**src/rtl/lc3_addr_gen_if.sv**
```systemverilog
// Request/result bundle for the LC-3 effective-address generator.
// Defining ADDR_WRAP_FLAG_EN adds the ea_wrap result bit.
interface lc3_addr_gen_if;
    logic        in_valid;
    logic        in_ready;
    logic [15:0] ir;
    logic [15:0] pc;
    logic [15:0] sr1;
    logic        addr1_sel;
    logic [1:0]  addr2_sel;
    logic        out_valid;
    logic        out_ready;
    logic [15:0] ea_out;
`ifdef ADDR_WRAP_FLAG_EN
    logic        ea_wrap;

    modport master (
        output in_valid, ir, pc, sr1, addr1_sel, addr2_sel, out_ready,
        input  in_ready, out_valid, ea_out, ea_wrap
    );
    modport slave (
        input  in_valid, ir, pc, sr1, addr1_sel, addr2_sel, out_ready,
        output in_ready, out_valid, ea_out, ea_wrap
    );
`else
    modport master (
        output in_valid, ir, pc, sr1, addr1_sel, addr2_sel, out_ready,
        input  in_ready, out_valid, ea_out
    );
    modport slave (
        input  in_valid, ir, pc, sr1, addr1_sel, addr2_sel, out_ready,
        output in_ready, out_valid, ea_out
    );
`endif
endinterface

```
**src/rtl/lc3_addr_gen.sv**
```systemverilog
// Two-stage LC-3 effective-address generator (ADDR1MUX base + ADDR2MUX offset).
// Optional ADDR_WRAP_FLAG_EN registers a flag when the add wraps the address space.
module lc3_addr_gen #(
    parameter int          DATA_W = 16,
    parameter logic [15:0] EA_RST = 16'h0000
) (
    input logic          Clk,
    input logic          Reset,
    lc3_addr_gen_if.slave bus
);

    if (DATA_W != 16) begin : g_bad_width
        $error("lc3_addr_gen: only DATA_W=16 is supported");
    end

    logic              s1_v_q, s1_v_d;
    logic [DATA_W-1:0] base_q, base_d;
    logic [DATA_W-1:0] off_q,  off_d;
    logic              s2_v_q, s2_v_d;
    logic [DATA_W-1:0] ea_q,   ea_d;
    logic              s2_free_s;
    logic              in_ready_s;
    logic              accept_s;
    logic [DATA_W-1:0] off_sext_s;
    logic [DATA_W-1:0] sum_s;
`ifdef ADDR_WRAP_FLAG_EN
    logic              wrap_q, wrap_d;
    logic              wrap_s;
`endif

    assign s2_free_s  = !s2_v_q || bus.out_ready;
    assign in_ready_s = !s1_v_q || s2_free_s;
    assign accept_s   = bus.in_valid && in_ready_s;
    assign sum_s      = base_q + off_q;
`ifdef ADDR_WRAP_FLAG_EN
    // A non-negative offset wraps when the sum drops below base; a negative one when it rises above.
    assign wrap_s = off_q[DATA_W-1] ? (sum_s > base_q) : (sum_s < base_q);
`endif

    // ADDR2MUX: sign-extend the selected IR offset field.
    always_comb begin
        off_sext_s = {DATA_W{1'b0}};
        case (bus.addr2_sel)
            2'b00:   off_sext_s = {DATA_W{1'b0}};
            2'b01:   off_sext_s = {{(DATA_W-6){bus.ir[5]}},   bus.ir[5:0]};
            2'b10:   off_sext_s = {{(DATA_W-9){bus.ir[8]}},   bus.ir[8:0]};
            2'b11:   off_sext_s = {{(DATA_W-11){bus.ir[10]}}, bus.ir[10:0]};
            default: off_sext_s = {DATA_W{1'b0}};
        endcase
    end

    // Next-state for both pipeline stages.
    always_comb begin
        s1_v_d = s1_v_q;
        base_d = base_q;
        off_d  = off_q;
        s2_v_d = s2_v_q;
        ea_d   = ea_q;
`ifdef ADDR_WRAP_FLAG_EN
        wrap_d = wrap_q;
`endif
        if (accept_s) begin
            s1_v_d = 1'b1;
            base_d = bus.addr1_sel ? bus.sr1 : bus.pc;
            off_d  = off_sext_s;
        end else if (s1_v_q && s2_free_s) begin
            s1_v_d = 1'b0;
        end else begin
            s1_v_d = s1_v_q;
        end

        // S2 reloads whenever it is free; an empty S1 leaves a bubble and ea holds.
        if (s2_free_s) begin
            s2_v_d = s1_v_q;
            if (s1_v_q) begin
                ea_d = sum_s;
`ifdef ADDR_WRAP_FLAG_EN
                wrap_d = wrap_s;
`endif
            end else begin
                ea_d = ea_q;
            end
        end else begin
            s2_v_d = s2_v_q;
        end
    end

    // Pipeline registers; reset discards everything in flight.
    always_ff @(posedge Clk or negedge Reset) begin
        if (!Reset) begin
            s1_v_q <= 1'b0;
            base_q <= EA_RST;
            off_q  <= EA_RST;
            s2_v_q <= 1'b0;
            ea_q   <= EA_RST;
`ifdef ADDR_WRAP_FLAG_EN
            wrap_q <= 1'b0;
`endif
        end else begin
            s1_v_q <= s1_v_d;
            base_q <= base_d;
            off_q  <= off_d;
            s2_v_q <= s2_v_d;
            ea_q   <= ea_d;
`ifdef ADDR_WRAP_FLAG_EN
            wrap_q <= wrap_d;
`endif
        end
    end

    assign bus.in_ready  = in_ready_s;
    assign bus.out_valid = s2_v_q;
    assign bus.ea_out    = ea_q;
`ifdef ADDR_WRAP_FLAG_EN
    assign bus.ea_wrap   = wrap_q;
`endif

endmodule

```
**src/flat_wrapper.sv**
```systemverilog
// flat-port wrapper written by rule: the top's interface ports become plain ports
module lc3_addr_gen_flat 
#(
    parameter int          DATA_W = 16,
    parameter logic [15:0] EA_RST = 16'h0000
)
  (Clk, Reset, bus_in_valid, bus_ir, bus_pc, bus_sr1, bus_addr1_sel, bus_addr2_sel, bus_out_ready, bus_in_ready, bus_out_valid, bus_ea_out);
  lc3_addr_gen_if bus_i ();
  input logic Clk;
  input logic Reset;
  input wire logic [$bits(bus_i.in_valid)-1:0] bus_in_valid;
  input wire logic [$bits(bus_i.ir)-1:0] bus_ir;
  input wire logic [$bits(bus_i.pc)-1:0] bus_pc;
  input wire logic [$bits(bus_i.sr1)-1:0] bus_sr1;
  input wire logic [$bits(bus_i.addr1_sel)-1:0] bus_addr1_sel;
  input wire logic [$bits(bus_i.addr2_sel)-1:0] bus_addr2_sel;
  input wire logic [$bits(bus_i.out_ready)-1:0] bus_out_ready;
  output wire logic [$bits(bus_i.in_ready)-1:0] bus_in_ready;
  output wire logic [$bits(bus_i.out_valid)-1:0] bus_out_valid;
  output wire logic [$bits(bus_i.ea_out)-1:0] bus_ea_out;
  assign bus_i.in_valid = bus_in_valid;
  assign bus_i.ir = bus_ir;
  assign bus_i.pc = bus_pc;
  assign bus_i.sr1 = bus_sr1;
  assign bus_i.addr1_sel = bus_addr1_sel;
  assign bus_i.addr2_sel = bus_addr2_sel;
  assign bus_i.out_ready = bus_out_ready;
  assign bus_in_ready = bus_i.in_ready;
  assign bus_out_valid = bus_i.out_valid;
  assign bus_ea_out = bus_i.ea_out;
  lc3_addr_gen #(.DATA_W(DATA_W), .EA_RST(EA_RST)) u_core (.Clk(Clk), .Reset(Reset), .bus(bus_i));
endmodule
```
**config.mk**
```make
export PLATFORM = sky130hd
export DESIGN_NAME = lc3_addr_gen_flat
export DESIGN_NICKNAME = d
export VERILOG_FILES = /design/src/rtl/lc3_addr_gen_if.sv /design/src/rtl/lc3_addr_gen.sv /design/src/flat_wrapper.sv
export SDC_FILE = /design/constraint.sdc
export NUM_CORES = 1
export LEC_CHECK = 0
export CORE_ASPECT_RATIO = 0.7
export CORE_MARGIN = 4
export CORE_UTILIZATION = 45
export DETAILED_ROUTE_END_ITERATION = 16
export GPL_TIMING_DRIVEN = 0
export PLACE_DENSITY = 0.76
export SLEW_MARGIN = 20
export SYNTH_ARGS = -nofsm -noshare
export SYNTH_HDL_FRONTEND = slang
export SYNTH_SLANG_ARGS = --single-unit
```
**constraint.sdc**
```tcl
create_clock -name Clk -period 6.45 [get_ports Clk]
set_input_delay 0.9675 -clock Clk [delete_from_list [all_inputs] [get_ports Clk]]
set_output_delay 0.9675 -clock Clk [all_outputs]
set_load 0.02 [all_outputs]
```
### Word-level counts from Yosys, hierarchy flattened

Cells that the tools add are included.

| storage, ports and cells | value |
|---|---|
| register bits | 50 |
| output and inout port bits | 18 |

| operators by class | value |
|---|---|
| add/subtract/negate cells | 1 |
| eq/ne operators | 3 |
| muxes and demuxes | 4 |
| reduce and logical (&&, ||, !) cells | 9 |

Operators by type and width:

| kind | count |
|---|---|
| $pmux 16 s4 | 1 |
| $add 16x16->16 | 1 |
| $mux 16 | 1 |
| $eq 2x2->1 const B | 2 |
| $eq 2x1->1 const B | 1 |
| $logic_and 1x1->1 | 2 |
| $logic_not 1->1 | 2 |
| $logic_not 2->1 | 1 |
| $logic_or 1x1->1 | 2 |
| $mux 1 | 2 |
| $reduce_and 2->1 | 1 |
| $reduce_bool 2->1 | 1 |

### Depth between registers and ports, before layout

Gate-level depths: netlist (run 1).

| depth | value |
|---|---|
| word-level depth | 5 |
| mapped depth | 7 |

### Worst setup path before layout (run 1)

OpenSTA, ideal clock, no wires.

| timing path | value |
|---|---|
| path kind | input to output |
| from | input port bus_out_ready |
| to | output port bus_in_ready |
| arrival time | 1.251 ns |
| required time | 5.483 ns |
| setup slack | 4.232 ns |
| stages | 1 |
| buffers on the path | 0 |
| path through | nand3b_1 |

| between the ends | value |
|---|---|
| word-level cells in the longest chain between the ends | 2 |

Ends and longest elaborated chain:

| item | RTL line | source |
|---|---|---|
| start: declaration | flat_wrapper.sv:17 | `input wire logic [$bits(bus_i.out_ready)-1:0] bus_out_ready;` |
| $logic_or 1x1->1 | lc3_addr_gen.sv:31 | `assign s2_free_s = !s2_v_q \|\| bus.out_ready;` |
| $logic_or 1x1->1 | lc3_addr_gen.sv:32 | `assign in_ready_s = !s1_v_q \|\| s2_free_s;` |
| end: declaration | flat_wrapper.sv:18 | `output wire logic [$bits(bus_i.in_ready)-1:0] bus_in_ready;` |

Every way passes these cells.

### Worst setup path after layout (run 1)

Same ends and word-level chain as after synthesis.

==> impl_metrics.py, run 1 <==
metrics = {
    "global_route": {
        "grt_max_degree": 30,
        "grt_pass1_wl_mm": 9.85,
        "grt_usage": 0.173,
        "antenna_found_initial": 0,
        "grt_pass1_vias": 2112,
        "overflow": 0,
    },
    "placement": {
        "dpl.hpwl_mm": 4.96,
        "globalplace.congestion": 0.892,
        "place_ws_ns": 3.28,
        "portBuffers": 66,
    },
    "job": {
        "drv_cap": 0,
    },
    "cts": {
        "worstSkewPairLatency_ns": 0.30,
        "cts_tree": "built",
        "post_cts_resized": 0,
        "clkTransAtPathRegs_ns": 0.08,
        "root_buffer": "clkbuf_8",
        "holdBufCountCts": 0,
        "ctsHtreeMaxLevel": 2,
        "cts_setup_buffers": 0,
        "clock_path_buffers": 2,
        "clock_sinks": 45,
        "cts_made_buffers": 5,
    },
    "timing": {
        "min_period_over_period": 0.493,
        "maxSlewHeadroom": 0.634,
        "setup-tns-final_ns": 0,
        "max_freq_ghz": 0.314,
        "final.setup_skew_ns": 0.00774,
        "period_minus_slack_ns": 3.18,
        "hold_viol_final": 0,
        "hold_ws_ns": 0.480,
        "slew_violations": 0,
        "worstMarginPinSlew_ns": 0.549,
        "setup_slack_ns": 3.27,
        "rsz0062_at_grt": "false",
        "finalSetupViolations": 0,
    },
    "route": {
        "ant_nets": 0,
        "post-route-drc-count": 0,
        "vias": 2237,
        "drt-wirelength-per-cell_um": 14.1,
        "vias_per_cell": 5.20,
        "firstDrtPassIters": 4,
        "drt-initial-drc-count": 81,
        "drt-total-wl_mm": 6.05,
    },
    "power_and_ir_drop": {
        "pwr_density_cell_nw_per_um2": 292,
        "fin_total_pwr_mw": 1.02,
        "p_leak_nw": 1.56,
        "ir_worst_vdd_mv": 0.101,
    },
    "setup_path": {
        "worstPathRequired_ns": 5.48,
        "worstPathMaxFanout": 3,
        "cp-end-kind": "primary output",
        "worstSetupStartpointType": "primary input",
        "cp.arrival_ns": 2.21,
        "critPathKind": "primary input to primary output",
    },
    "yosys": {
        "ys_ff_latch": 45,
        "syn_avg_cell_area_um2": 9.17,
        "syn_nets": 354,
        "synth_warnings": 0,
        "ys_types": 40,
        "syn_area_um2": 2600,
        "synth_top_area_share": 0.434,
        "synth-seq-area-share": 0.434,
        "synth-main-ff-cell": "dfrtp_1",
        "synth_top_area_cell": "dfrtp_1",
        "synthTopCellsByArea": "dfrtp_1 43%, nand2_1 8.8%, ha_1 7.2%, o21ai_0 7.1%, mux2i_1 6.9%",
        "synth_edf_count": 0,
        "ys_async_sr_fraction": 1.00,
        "synth_cells": 283,
    },
    "die": {
        "core-area_um2": 5420,
        "die_w_um": 98.8,
        "initial_utilization": 0.479,
        "io_pins": 73,
        "die_y_um": 71.6,
        "dieArea_um2": 7070,
        "core.rowCount": 22,
    },
    "cells_and_area": {
        "drive_above_1_share": 0.0503,
        "final_cell_mix": "65 x clkdlybuf4s50_1, 61 x nand2_1, 45 x dfrtp_1",
        "antennaDiodeCount": 0,
        "fin_nets": 428,
        "final_common_cell": "clkdlybuf4s50_1",
        "finish.utilization": 0.641,
        "areaGrowthSynthToFinish_pct": 33.9,
    },
    "run_status": {
        "status": "completed",
    },
    "min_path": {
        "hp-class": "flip-flop to flip-flop",
    },
}
## synth_stat cells, types with 2 or more instances
cell type / n
nand2_1: 61
dfrtp_1: 45
o21ai_0: 37
a21oi_1: 21
mux2i_1: 18
ha_1: 15
clkbuf_1: 10
inv_1: 6
xor2_1: 6
nor2_1: 5
o31ai_1: 5
a21o_1: 4
o21a_1: 4
a31oi_1: 3
and2_1: 3
and3_1: 3
nand2b_1: 3
nand3_1: 3
o211ai_1: 3
xnor2_1: 3
and4_1: 2
nand3b_1: 2
nand4_1: 2
nor2b_1: 2
o2111ai_1: 2
## power by group
part	internal [mW]	switching (mW)
Clock	0.116	0.0979
Sequential	0.346	0.0408
Combinational	0.197	0.219
Total	0.659	0.358
## state kept, by name, indices dropped and copies added (netlist names)
signal,count
u_core.base_q,16
u_core.bus.ea_out,16
u_core.off_q,11
u_core.bus.out_valid,1
u_core.s1_v_q,1
## logic make-up (layout without fill, tap and decap cells)
family / count (synthesis) / after routing / synth area share
AO/OA/AOI/OAI: 84 / 84 / 0.191
XOR/XNOR: 9 / 9 / 0.0304
adder cells (fa/ha/maj): 16 / 16 / 0.0800
buffers and inverters: 18 / 93 / 0.0294
flip-flops: 45 / 45 / 0.434
multiplexers: 18 / 18 / 0.0694
AND/OR/NAND/NOR: 93 / 93 / 0.166
## layout make-up
class                           count  area (um2)
Fill cell                         467        1950
Timing Repair Buffer               67         676
Sequential cell                    45        1130
Tap cell                           72        90.1
Clock inverter                      3        46.3
Inverter                            6        22.5
Clock buffer                        5        68.8
Buffer                             12        53.8
Multi-Input combinational cell    220        1390
## worst max-delay path: stages
cell and delay (ns):
clkdlybuf4s50_1 0.46, nand3b_1 0.16, clkdlybuf4s50_1 0.63
## metrics by stage
step	instances	cell area (um2)
after global placement	421	3350
after floorplan	283	2600
after global routing	430	3480
final	430	3480
after detailed placement	422	3360
after CTS	430	3480
## worst paths after layout
kind	startpoint	end	depth (start not counted)	slack, ns
max in group asynchronous	Reset	u_core.base_q[15]$_DFFE_PN0P_	2	5.40
min in group asynchronous	Reset	u_core.base_q[3]$_DFFE_PN0P_	1	0.58
worst min register to register	u_core.bus.ea_out[4]$_DFFE_PN0P_	u_core.bus.ea_out[4]$_DFFE_PN0P_	2	0.48
worst min-delay path	u_core.bus.ea_out[4]$_DFFE_PN0P_	u_core.bus.ea_out[4]$_DFFE_PN0P_	2	0.48
worst max-delay path	bus_out_ready	bus_in_ready	3	3.27
worst max register to register	u_core.off_q[0]$_DFFE_PN0P_	u_core.bus.ea_out[14]$_DFFE_PN0P_	7	4.12
## layer usage
| metal | track usage | vias up | share of wire |
|---|---|---|---|
| met4 | 0.0424 | 0 | 0.011 |
| met1 | 0.264 | 994 | 0.51 |
| met5 | 0 | - | 0 |
| li1 | - | 1158 | - |
| met2 | 0.249 | 75 | 0.40 |
| met3 | 0.0389 | 10 | 0.073 |
Power figures use the tool's default switching activity.
==> run 2: changes to the inputs <==
- CORE_UTILIZATION: 45 -> 43
- clock period: 6.45 -> 2.6 ns (I/O delays scaled with it)
==> run 2 against run 1 <==
Net effect: final area up 0.76%; first-iteration DRC count down 22%; critical endpoint is now u_core.bus.ea_out[14]$_DFFE_PN0P_; critical path depth up 4; global-route usage up 1.2 points; sequential share of layout area down 0.24 points; register-to-register slack worse by 3.9 ns; clock-buffer cell count unchanged; sequential power up 150%.
==> impl_metrics.py, run 2 (synthesis results as in run 1) <==
metrics = {
    "run_status": {
        "status": "completed",
    },
    "setup_path": {
        "cp-end-kind": "flip-flop",
        "critPathKind": "flip-flop to flip-flop",
        "worstPathMaxFanout": 4,
        "worstSetupStartpointType": "flip-flop",
        "cp.arrival_ns": 2.57,
        "worstPathRequired_ns": 2.78,
    },
    "power_and_ir_drop": {
        "ir_worst_vdd_mv": 0.278,
        "p_leak_nw": 1.57,
        "pwr_density_cell_nw_per_um2": 755,
    },
    "global_route": {
        "overflow": 0,
        "grt_usage": 0.185,
        "grt_max_degree": 31,
        "grt_pass1_wl_mm": 10.6,
        "antenna_found_initial": 0,
        "grt_pass1_vias": 2169,
    },
    "route": {
        "drt-initial-drc-count": 63,
        "ant_nets": 0,
        "post-route-drc-count": 0,
        "drt-total-wl_mm": 6.46,
        "drt-wirelength-per-cell_um": 14.9,
        "firstDrtPassIters": 4,
        "vias_per_cell": 5.16,
        "vias": 2233,
    },
    "cts": {
        "root_buffer": "clkbuf_8",
        "post_cts_resized": 0,
        "clock_sinks": 45,
        "holdBufCountCts": 0,
        "ctsHtreeMaxLevel": 2,
        "worstSkewPairLatency_ns": 0.30,
        "clkTransAtPathRegs_ns": 0.09,
        "cts_setup_buffers": 0,
        "cts_tree": "built",
        "clock_path_buffers": 2,
        "cts_made_buffers": 5,
    },
    "die": {
        "dieArea_um2": 7360,
        "die_w_um": 101,
        "die_y_um": 73.0,
        "io_pins": 73,
        "core-area_um2": 5780,
        "core.rowCount": 23,
        "initial_utilization": 0.449,
    },
    "cells_and_area": {
        "fin_cells": 433,
        "final_common_cell": "clkdlybuf4s50_1",
        "final_cell_mix": "65 x clkdlybuf4s50_1, 61 x nand2_1, 45 x dfrtp_1",
        "fin_nets": 428,
        "areaGrowthSynthToFinish_pct": 34.9,
        "drive_above_1_share": 0.0503,
        "antennaDiodeCount": 0,
        "fillers": 519,
    },
    "placement": {
        "globalplace.congestion": 0.871,
        "place_inst": 425,
        "dpl.hpwl_mm": 5.27,
        "portBuffers": 66,
    },
    "timing": {
        "setup-tns-final_ns": 0,
        "slew_violations": 0,
        "worstMarginPinSlew_ns": 0.546,
        "rsz0062_at_grt": "false",
        "finalSetupViolations": 0,
        "max_freq_ghz": 0.419,
        "min_period_over_period": 0.919,
        "hold_ws_ns": 0.00956,
        "hold_viol_final": 0,
        "period_minus_slack_ns": 2.39,
        "final.setup_skew_ns": 0.0102,
        "maxSlewHeadroom": 0.636,
    },
    "min_path": {
        "hp-class": "primary input to async pin",
    },
    "job": {
        "drv_cap": 0,
    },
}
==> run 2: worst max-delay path, cell delays in order (launching register included) <==
cell	delay, ns
dfrtp_1	0.41
ha_1	0.25
fa_1	0.41
a21oi_1	0.28
o211ai_2	0.18
a41oi_1	0.30
nor3_1	0.07
or3_1	0.36
==> run 2: layout make-up <==
type                            instances  area (um2)  area share
Sequential cell                        45        1130       0.321
Tap cell                               75        93.8      0.0268
Timing Repair Buffer                   67         676       0.193
Multi-Input combinational cell        220        1390       0.398
Buffer                                 12        53.8      0.0154
Clock inverter                          3        68.8      0.0196
Inverter                                6        22.5     0.00643
Clock buffer                            5        68.8      0.0196
==> run 2: per-layer routing <==
metal / vias up / global-route usage / wire length (um)
li1: 1154 / - / -
met1: 1019 / 0.280 / 3350
met2: 56 / 0.276 / 2740
met3: 4 / 0.0382 / 341
met4: 0 / 0.0329 / 25
met5: - / 0 / 0
==> run 2: path summary, 6_finish.rpt <==
path | startpoint | endpoint | slack (ns) | cells after the start
worst min register to register | u_core.bus.ea_out[0]$_DFFE_PN0P_ | u_core.bus.ea_out[0]$_DFFE_PN0P_ | 0.48 | 2
worst max register to register | u_core.off_q[0]$_DFFE_PN0P_ | u_core.bus.ea_out[14]$_DFFE_PN0P_ | 0.21 | 7
min in group Clk | u_core.bus.ea_out[0]$_DFFE_PN0P_ | u_core.bus.ea_out[0]$_DFFE_PN0P_ | 0.48 | 2
worst min-delay path | Reset | u_core.bus.ea_out[13]$_DFFE_PN0P_ | 0.01 | 1
worst max-delay path | u_core.off_q[0]$_DFFE_PN0P_ | u_core.bus.ea_out[14]$_DFFE_PN0P_ | 0.21 | 7
max in group asynchronous | Reset | u_core.base_q[10]$_DFFE_PN0P_ | 2.10 | 2
==> run 2: metrics by stage <==
step | cell area [um2] | util | power [mW] | setup slack (ns)
floorplan | 2600 | - | 1.57 | 0.509
global placement | 3350 | 0.579 | 1.98 | -0.0404
detailed placement | 3370 | 0.582 | 2.02 | 0.277
CTS | 3500 | 0.606 | 2.66 | 0.262
global route | 3500 | 0.606 | 2.81 | 0.0769
finish | 3500 | 0.606 | 2.65 | 0.211
==> run 2: power breakdown <==
group,internal [mW],switching [mW]
combinational,0.490,0.554
sequential,0.859,0.106
clock,0.387,0.251
total,1.74,0.911
